File: src/rtl/byte_packer_pkg.sv
`default_nettype none
// ============================================================================
// Module      : byte_packer_pkg
// Description : Shared constants, types and helpers for byte_packer_64.
//               DATA_W_DEF / IN_W_DEF : default word and beat widths
//               num_lanes()           : number of input lanes per word
//               lane_idx_t            : lane counter type for the defaults
//               word_t                : 64-bit output word type
// Revision    : 1.0 - initial release
// ============================================================================
package byte_packer_pkg;

    localparam int DATA_W_DEF = 64;
    localparam int IN_W_DEF   = 8;

    function automatic int num_lanes(input int data_w, input int in_w);
        return data_w / in_w;
    endfunction

    typedef logic [$clog2(num_lanes(DATA_W_DEF, IN_W_DEF))-1:0] lane_idx_t;
    typedef logic [63:0] word_t;

endpackage
`default_nettype wire

File: src/rtl/byte_packer_64.sv
`default_nettype none
// ============================================================================
// Module      : byte_packer_64
// Description : Packs narrow input beats into one DATA_W-bit word presented on
//               a valid/ready output. in_last closes a word early; unwritten
//               lanes are zero and out_bytes reports the lane count.
// Ports       : clk        - rising-edge clock
//               reset      - synchronous active-high reset
//               in_valid   - input beat present
//               in_data    - input beat (IN_W bits)
//               in_last    - beat closes the current word
//               in_ready   - beat can be accepted this cycle
//               out_valid  - out_data holds a completed word
//               out_data   - assembled word (DATA_W bits)
//               out_bytes  - number of valid lanes in out_data
//               out_ready  - downstream accepts the word this cycle
// Revision    : 1.0 - initial release
// ============================================================================
module byte_packer_64
    import byte_packer_pkg::*;
#(
    parameter int DATA_W    = DATA_W_DEF,
    parameter int IN_W      = IN_W_DEF,
    parameter int LSB_FIRST = 1
) (
    input  logic                                      clk,
    input  logic                                      reset,
    input  logic                                      in_valid,
    input  logic [IN_W-1:0]                           in_data,
    input  logic                                      in_last,
    output logic                                      in_ready,
    output logic                                      out_valid,
    output logic [DATA_W-1:0]                         out_data,
    output logic [$clog2(num_lanes(DATA_W, IN_W)):0]  out_bytes,
    input  logic                                      out_ready
);

    localparam int c_num_lanes = num_lanes(DATA_W, IN_W);
    localparam int c_lane_w    = (c_num_lanes > 1) ? $clog2(c_num_lanes) : 1;
    localparam int c_bytes_w   = $clog2(c_num_lanes) + 1;
    localparam logic [c_lane_w-1:0] c_last_lane = c_lane_w'(c_num_lanes - 1);

    logic [DATA_W-1:0]    r_asm;
    logic [c_lane_w-1:0]  r_lane;
    logic [DATA_W-1:0]    r_out_data;
    logic [c_bytes_w-1:0] r_out_bytes;
    logic                 r_out_valid;

    logic                 w_accept;
    logic                 w_complete;
    logic                 w_retire;
    logic [c_lane_w-1:0]  w_slot;
    logic [DATA_W-1:0]    w_merged;

    // Input only stalls while a finished word is waiting to be taken.
    assign in_ready   = !(r_out_valid && !out_ready);
    assign w_accept   = in_valid && in_ready;
    assign w_complete = w_accept && ((r_lane == c_last_lane) || in_last);
    assign w_retire   = r_out_valid && out_ready;

    // Physical lane for the current beat; MSB-first mode mirrors the index.
    assign w_slot = (LSB_FIRST != 0) ? r_lane : (c_last_lane - r_lane);

    // r_asm is cleared whenever a word starts, so lanes not yet written are
    // already zero and the merge only has to drop the new beat in place.
    always_comb begin
        w_merged = r_asm;
        for (int i = 0; i < c_num_lanes; i++) begin
            if (w_slot == c_lane_w'(i)) begin
                w_merged[i*IN_W +: IN_W] = in_data;
            end
        end
    end

    always_ff @(posedge clk) begin
        if (reset) begin
            r_asm       <= '0;
            r_lane      <= '0;
            r_out_data  <= '0;
            r_out_bytes <= '0;
            r_out_valid <= 1'b0;
        end else begin
            if (w_accept) begin
                if (w_complete) begin
                    r_out_data  <= w_merged;
                    r_out_bytes <= c_bytes_w'(r_lane) + c_bytes_w'(1);
                    r_asm       <= '0;
                    r_lane      <= '0;
                end else begin
                    r_asm       <= w_merged;
                    r_lane      <= r_lane + c_lane_w'(1);
                end
            end
            // A completing beat in the retire cycle keeps valid high, which
            // gives back-to-back words without a bubble.
            if (w_complete) begin
                r_out_valid <= 1'b1;
            end else if (w_retire) begin
                r_out_valid <= 1'b0;
            end
        end
    end

    assign out_valid = r_out_valid;
    assign out_data  = r_out_data;
    assign out_bytes = r_out_bytes;

endmodule
`default_nettype wire

File: config.mk
export PLATFORM = sky130hd
export DESIGN_NAME = byte_packer_64
export DESIGN_NICKNAME = d
export VERILOG_FILES = /design/src/rtl/byte_packer_pkg.sv /design/src/rtl/byte_packer_64.sv
export SDC_FILE = /design/constraint.sdc
export NUM_CORES = 1
export LEC_CHECK = 0
export CORE_ASPECT_RATIO = 1.75
export CORE_MARGIN = 2
export CORE_UTILIZATION = 54
export DETAILED_ROUTE_END_ITERATION = 8
export PLACE_DENSITY_LB_ADDON = 0.3
export SLEW_MARGIN = 20
export SYNTH_ARGS = -nofsm -noshare
export SYNTH_HDL_FRONTEND = slang
export SYNTH_SLANG_ARGS = --single-unit
File: constraint.sdc
create_clock -name clk -period 2.1 [get_ports clk]
set_input_delay 0.21 -clock clk [delete_from_list [all_inputs] [get_ports clk]]
set_output_delay 0.21 -clock clk [all_outputs]
set_load 0.01 [all_outputs]
==> flow_summary.ini, run 1 <==
[drt]
met1_length_um = 6552
wire_per_inst_um = 21.28
detail_route.iter0.violations = 519
top_layer = met4
drc = 0
route.met3.wl_um = 893
via_count = 5120
wl_met2_um = 8709
ant_nets = 0
wl_um = 16790
route.detailed.vias_per_inst = 6.489
drt_pass1_iterations = 6

[floorplanning]
floorplan.die.height_um = 141.2
fp.coreArea_mm2 = 0.01057
fp.dieArea_mm2 = 0.01164
floorplan.die.width_um = 82.41
std_cell_rows = 50
ios = 83
start_util_pct = 54.95

[worst_setup_path]
worst_ep_arrival_time_ns = 2.37
worstReg2RegStart = r_lane[1]$_SDFFE_PP0P_
worstSetupStartpointType = register
r2r_slack_ns = 0.07
worst_ep_required_time_ns = 2.44
critical_path.endpoint_type = register
critical_setup_path_kind = register to register
timing.rr.end = r_lane[2]$_SDFFE_PP0P_
rr_worst_depth = 6
worst-path-max-fanout = 37

[global_routing]
first_global_vias = 5078
antenna_violations_before_repair = 0
global_route_wire_length_before_repair_um = 25960
overflow = 0
track_usage_pct = 29.18
pin_count_of_the_biggest_net_entering_global_routing = 79

[clock_tree]
tritoncts_clock_tree = built
tritoncts.num_buffers = 17
clock_sink_count = 136
max-clock-path-buffers = 2
clkLatencyLatePin_ns = 0.42
cts.reportedPaths.clkPinSlew_ns = 0.06
cts.htree.levels = 4
clock-root-buffer = sky130_fd_sc_hd__clkbuf_16

[min_path]
worstHoldStart = reset
timing.hold.worst.class = input pin to register
timing.hold.worst_path_depth = 2
worstHoldEndpoint = out_data[12]$_SDFFE_PP0P_

[finish]
finalInstanceArea_mm2 = 0.007415
post-route-util_pct = 70.13
multi_input_area_mm2 = 0.002585
area_delta_synth_final_pct = 27.63
design.final.nets = 665
antennaDiodeCount = 0
fillCellCount = 796
drive_above_1_share_pct = 12.29
layout.area.seq_mm2 = 0.002723

[timing]
slew-limit-headroom_pct = 61.96
clock.fmax_mhz = 492.8
min_clock_period_post_route_ns = 2.029
rsz0062_at_grt = false
finalSetupViolCount = 0
max_slew.worst_pin.slew_ns = 0.5696
pins_over_their_slew_limit = 0
fin_setup_tns_ns = 0
timing.final.hold_violations = 0
post-route-worst-setup-slack_ns = 0.07061
timing.final.crit_share_pct = 96.64
clock_skew_ns = 0.005278

[synthesis]
synth.largest_area_cell = sky130_fd_sc_hd__dfxtp_1
synth_cells = 583
syn-num-nets = 602
library_cells_used_by_synthesis = 31
synth.ff_latch_count = 136
synthesis.yosys.warnings = 0
post_synthesis_mean_instance_area_um2 = 9.965
synthFlopType = sky130_fd_sc_hd__dfxtp_1
synth_top_cell_area_share_pct = 46.87
yosys-top-cells-area = sky130_fd_sc_hd__dfxtp_1 47%, sky130_fd_sc_hd__mux2i_1 11%, sky130_fd_sc_hd__a211oi_1 8.5%, sky130_fd_sc_hd__o32ai_1 8.4%, sky130_fd_sc_hd__a31oi_1 7.1%
syn-cell-area_mm2 = 0.005809
synth_async_sr_flop_share_pct = 0
synth-edff-count = 0
synth.yosys.seq_area_share_pct = 46.87

[power]
cellLeakagePower_uw = 0.002624
peakVddDrop_mv = 0.6779
p_total_uw = 6513
pwr_density_cell_mw_per_mm2 = 878.4

[place]
hpwlAfterDp_um = 10430
post_dp_cell_area_mm2 = 0.006729
globalplace.congestion = 0.8483
numPortBuffers = 82
post-place-ws_ns = 0.01109

[status]
status = completed

[run]
max_capacitance_violation_total = 0
[timing repair]
item,in CTS,in global routing
pin swaps,0,0
buffers inserted,0,1
setup endpoints to repair,7,57
resized for setup,2,6
hold buffers,0,0
gates cloned,0,1
[worst max-delay path by stage]
| stage | from | to | slack (ns) | cells after the start |
|---|---|---|---|---|
| global placement | r_lane[1]$_SDFFE_PP0P_ | r_asm[50]$_SDFFE_PP0P_ | 0.11 | 5 |
| CTS | r_lane[1]$_SDFFE_PP0P_ | r_asm[44]$_SDFFE_PP0P_ | -0.03 | 5 |
| floorplan | r_lane[0]$_SDFFE_PP0P_ | out_data[55]$_SDFFE_PP0P_ | 0.30 | 8 |
| global route | r_lane[1]$_SDFFE_PP0P_ | r_lane[2]$_SDFFE_PP0P_ | 0.0009 | 6 |
| detailed placement | r_lane[1]$_SDFFE_PP0P_ | r_asm[8]$_SDFFE_PP0P_ | 0.01 | 6 |
| finish | r_lane[1]$_SDFFE_PP0P_ | r_lane[2]$_SDFFE_PP0P_ | 0.07 | 6 |
[cell type report]
cell class	instances	area share, %
Timing Repair Buffer	112	14.92
Tap cell	130	2.194
Multi-Input combinational cell	318	34.86
Clock inverter	8	1.586
Inverter	61	3.088
Clock buffer	24	6.632
Sequential cell	136	36.72
[cell usage after synthesis (3+ instances only)]
cell                         n
sky130_fd_sc_hd__a211oi_1   66
sky130_fd_sc_hd__a211oi_2    3
sky130_fd_sc_hd__a21oi_1     6
sky130_fd_sc_hd__a31oi_1    66
sky130_fd_sc_hd__and2_1      8
sky130_fd_sc_hd__buf_1      10
sky130_fd_sc_hd__buf_2      17
sky130_fd_sc_hd__buf_4      10
sky130_fd_sc_hd__clkbuf_1   30
sky130_fd_sc_hd__dfxtp_1   136
sky130_fd_sc_hd__ha_1        6
sky130_fd_sc_hd__inv_1      59
sky130_fd_sc_hd__mux2i_1    64
sky130_fd_sc_hd__nand2_4     3
sky130_fd_sc_hd__nand2b_1    8
sky130_fd_sc_hd__nand4_1     7
sky130_fd_sc_hd__nor2b_1     4
sky130_fd_sc_hd__o211a_2     3
sky130_fd_sc_hd__o21ai_0     3
sky130_fd_sc_hd__o32ai_1    56
sky130_fd_sc_hd__or4_1       5
[per-stage QoR]
step / hold slack, ns / cells
CTS: 0.2550 / 787
global placement: 0.4410 / 755
detailed placement: 0.4430 / 755
global route: 0.2893 / 789
floorplan: 0.4291 / 583
finish: 0.2681 / 789
[layer usage]
metal | vias to the layer above | GRT usage (%)
met5 | - | 0
met4 | 0 | 14.56
met3 | 50 | 6.338
met2 | 220 | 47.84
met1 | 2506 | 35.16
li1 | 2344 | -
[sequential cells by signal, indices dropped and copies added, names as in the netlist]
signal     count
out_bytes      4
r_asm         64
r_lane         3
out_valid      1
out_data      64
[critical path, cell delays in order (launching register included)]
cell and delay [ns]:
sky130_fd_sc_hd__dfxtp_1 0.35, sky130_fd_sc_hd__ha_1 0.23, sky130_fd_sc_hd__ha_1 0.24, sky130_fd_sc_hd__or2_4 0.31, sky130_fd_sc_hd__buf_12 0.20, sky130_fd_sc_hd__or4_1 0.45
sky130_fd_sc_hd__a21oi_1 0.17
[placed cells by master, fill, tap and decap left out, types with 18 or more instances in the layout]
cell type,instances
sky130_fd_sc_hd__a211oi_1,66
sky130_fd_sc_hd__a31oi_1,66
sky130_fd_sc_hd__buf_4,26
sky130_fd_sc_hd__clkbuf_16,18
sky130_fd_sc_hd__clkdlybuf4s50_1,80
sky130_fd_sc_hd__dfxtp_1,136
sky130_fd_sc_hd__inv_1,59
sky130_fd_sc_hd__mux2i_1,64
sky130_fd_sc_hd__o32ai_1,55
[cells by family (layout without fill, tap and decap cells)]
family / after synthesis / count (layout) / share of synthesized area [%]
AOI/OAI and AO/OA: 206 / 206 / 26.49
DFF: 136 / 136 / 46.87
muxes: 64 / 64 / 11.03
adders and majority gates: 6 / 6 / 1.292
buffers and inverters: 129 / 205 / 9.477
and+or+nand+nor: 42 / 42 / 4.846
[power by group]
| part | leakage [uW] | internal, uW | total, uW | switching, uW |
|---|---|---|---|---|
| Sequential | 0.00111 | 2680 | 2730 | 50.9 |
| Combinational | 0.00122 | 324 | 734 | 409 |
| Clock | 0.000300 | 1980 | 3050 | 1070 |
No activity file was read; power rests on OpenSTA's default activity.
==> run 2: changes to the inputs <==
RECOVER_POWER = 25   (was not set)
SLEW_MARGIN = not set   (was 20)
==> flow_summary.ini, run 2 (same netlist as run 1, synthesis figures left out) <==
[global_routing]
global_route_wire_length_before_repair_um = 25960
track_usage_pct = 29.18
pin_count_of_the_biggest_net_entering_global_routing = 79
overflow = 0
first_global_vias = 5078
antenna_violations_before_repair = 0

[timing]
rsz0062_at_grt = false
max_slew.worst_pin.slew_ns = 0.5678
post-route-worst-setup-slack_ns = 0.05029
pins_over_their_slew_limit = 0
timing.final.crit_share_pct = 97.61
slew-limit-headroom_pct = 62.08
finalSetupViolCount = 0
clock_skew_ns = 0.005867
timing.final.hold_violations = 0
clock.fmax_mhz = 487.9
min_clock_period_post_route_ns = 2.050

[place]
numPlacedInstances = 755
globalplace.congestion = 0.8483
numPortBuffers = 82
post-place-ws_ns = 0.01109
hpwlAfterDp_um = 10430
post_dp_cell_area_mm2 = 0.006729

[power]
p_total_uw = 6486
cellLeakagePower_uw = 0.002762
clkPwrFrac_pct = 47.0
power.internal_uw = 4962
power_frac_comb_pct = 11.0
peakVddDrop_mv = 0.6776
net-switching-power_uw = 1523
pwr-share-seq_pct = 42.0
power.switching_fraction_pct = 23.49
pwr_density_cell_mw_per_mm2 = 874.7

[drt]
wire_per_inst_um = 21.18
ant_nets = 0
detail_route.iter0.violations = 506
via_count = 5143
drc = 0
wl_um = 16710
drt_pass1_iterations = 6
route.detailed.vias_per_inst = 6.518

[finish]
mostFrequentLayoutCells = 136 x sky130_fd_sc_hd__dfxtp_1, 66 x sky130_fd_sc_hd__a31oi_1, 66 x sky130_fd_sc_hd__a211oi_1, 64 x sky130_fd_sc_hd__mux2i_1, 59 x sky130_fd_sc_hd__inv_1
post-route-util_pct = 70.13
multi_input_area_mm2 = 0.002585
antennaDiodeCount = 0
area_delta_synth_final_pct = 27.63
drive_above_1_share_pct = 12.29
layout_commonest_cell = sky130_fd_sc_hd__dfxtp_1
design.final.nets = 665
layout.area.seq_mm2 = 0.002723
finalInstanceArea_mm2 = 0.007415
post_layout_nonfiller_instances = 789
fillCellCount = 796

[floorplanning]
std_cell_rows = 50
start_util_pct = 54.95
fp.dieArea_mm2 = 0.01164
floorplan.die.width_um = 82.41
fp.coreArea_mm2 = 0.01057
ios = 83
floorplan.die.height_um = 141.2

[worst_setup_path]
critical_setup_path_kind = register to register
critical_path.cell_chain = ha_1 > ha_1 > or2_4 > buf_12 > o211a_4 > o32ai_1
critical_path.max_stage_delay_ns = 0.35
crit_slowest_cell = sky130_fd_sc_hd__dfxtp_1
timing.critical_path.mode_cell = sky130_fd_sc_hd__ha_1
worst-path-max-fanout = 37
worst_ep_required_time_ns = 2.40
worstSetupStartpointType = register
worst_ep_arrival_time_ns = 2.35
critical_path.endpoint_type = register

[clock_tree]
tritoncts_clock_tree = built
clock_sink_count = 136
tritoncts.num_buffers = 17
clkLatencyLatePin_ns = 0.42
max-clock-path-buffers = 2
clock-root-buffer = sky130_fd_sc_hd__clkbuf_16
cts.htree.levels = 4
cts.reportedPaths.clkPinSlew_ns = 0.06

[status]
status = completed

[min_path]
timing.hold.worst.class = input pin to register

[run]
max_capacitance_violation_total = 0
[run 2: changes by cell type in the layout (fill, tap and decap cells not counted), sizes merged]
cell | before | now
clkdlybuf4s50 | 80 | 29
dlygate4sd3 | 0 | 51
[run 2: worst paths after layout]
check	depth (start not counted)	start	endpoint	slack (ns)
max	6	r_lane[1]$_SDFFE_PP0P_	r_asm[5]$_SDFFE_PP0P_	0.05
min	2	reset	out_data[12]$_SDFFE_PP0P_	0.27
max reg2reg	6	r_lane[1]$_SDFFE_PP0P_	r_asm[5]$_SDFFE_PP0P_	0.05
min reg2reg	1	r_asm[59]$_SDFFE_PP0P_	r_asm[59]$_SDFFE_PP0P_	0.46
[run 2: power groups by stage]
stage / logic, uW / clock network (uW) / registers [uW]
2_1_floorplan: 353 / 0 / 2810
3_5_place_dp: 699 / 0 / 2780
4_1_cts: 708 / 3070 / 2730
6_report: 711 / 3050 / 2720
5_1_grt: 759 / 3180 / 2730
3_3_place_gp: 682 / 0 / 2780
[run 2: critical path: cells and delay by family (launching register included)]
family | cells | cell delay, ns
compound gates | 2 | 0.59
fa+ha+maj | 2 | 0.47
flops | 1 | 0.35
simple gates | 1 | 0.31
buf+inv | 1 | 0.20
[run 2: cell type report]
| cell class | count | share of cell area, % |
|---|---|---|
| clock buffers | 24 | 6.632 |
| clock inverters | 8 | 1.586 |
| inverters | 61 | 3.088 |
| multi-input cells | 318 | 34.86 |
| flip-flops and latches | 136 | 36.72 |
| well taps | 130 | 2.194 |
| repair buffers | 112 | 14.92 |
[run 2: through the flow]
step / TNS [ns] / hold slack (ns)
detailed placement: 0 / 0.4430
global placement: 0 / 0.4410
global route: 0 / 0.2893
CTS: -0.07346 / 0.2550
finish: 0 / 0.2671
floorplan: 0 / 0.4291
[run 2: layer usage]
metal  vias to the layer above  global-route usage (%)  share of wire, %
met5                         -                       0                 0
met4                         0                   14.56               3.9
met3                        52                   6.338               5.9
met2                       241                   47.84                51
met1                      2502                   35.16                39
li1                       2348                       -                 -
[run 2: timing repair]
| action | in CTS | in global routing |
|---|---|---|
| cloned | 0 | 1 |
| setup endpoints to repair | 7 | 57 |
| resized for setup | 2 | 6 |
| setup buffers | 0 | 1 |
| endpoints found under the hold margin | 0 | 0 |
| hold buffers | 0 | 0 |
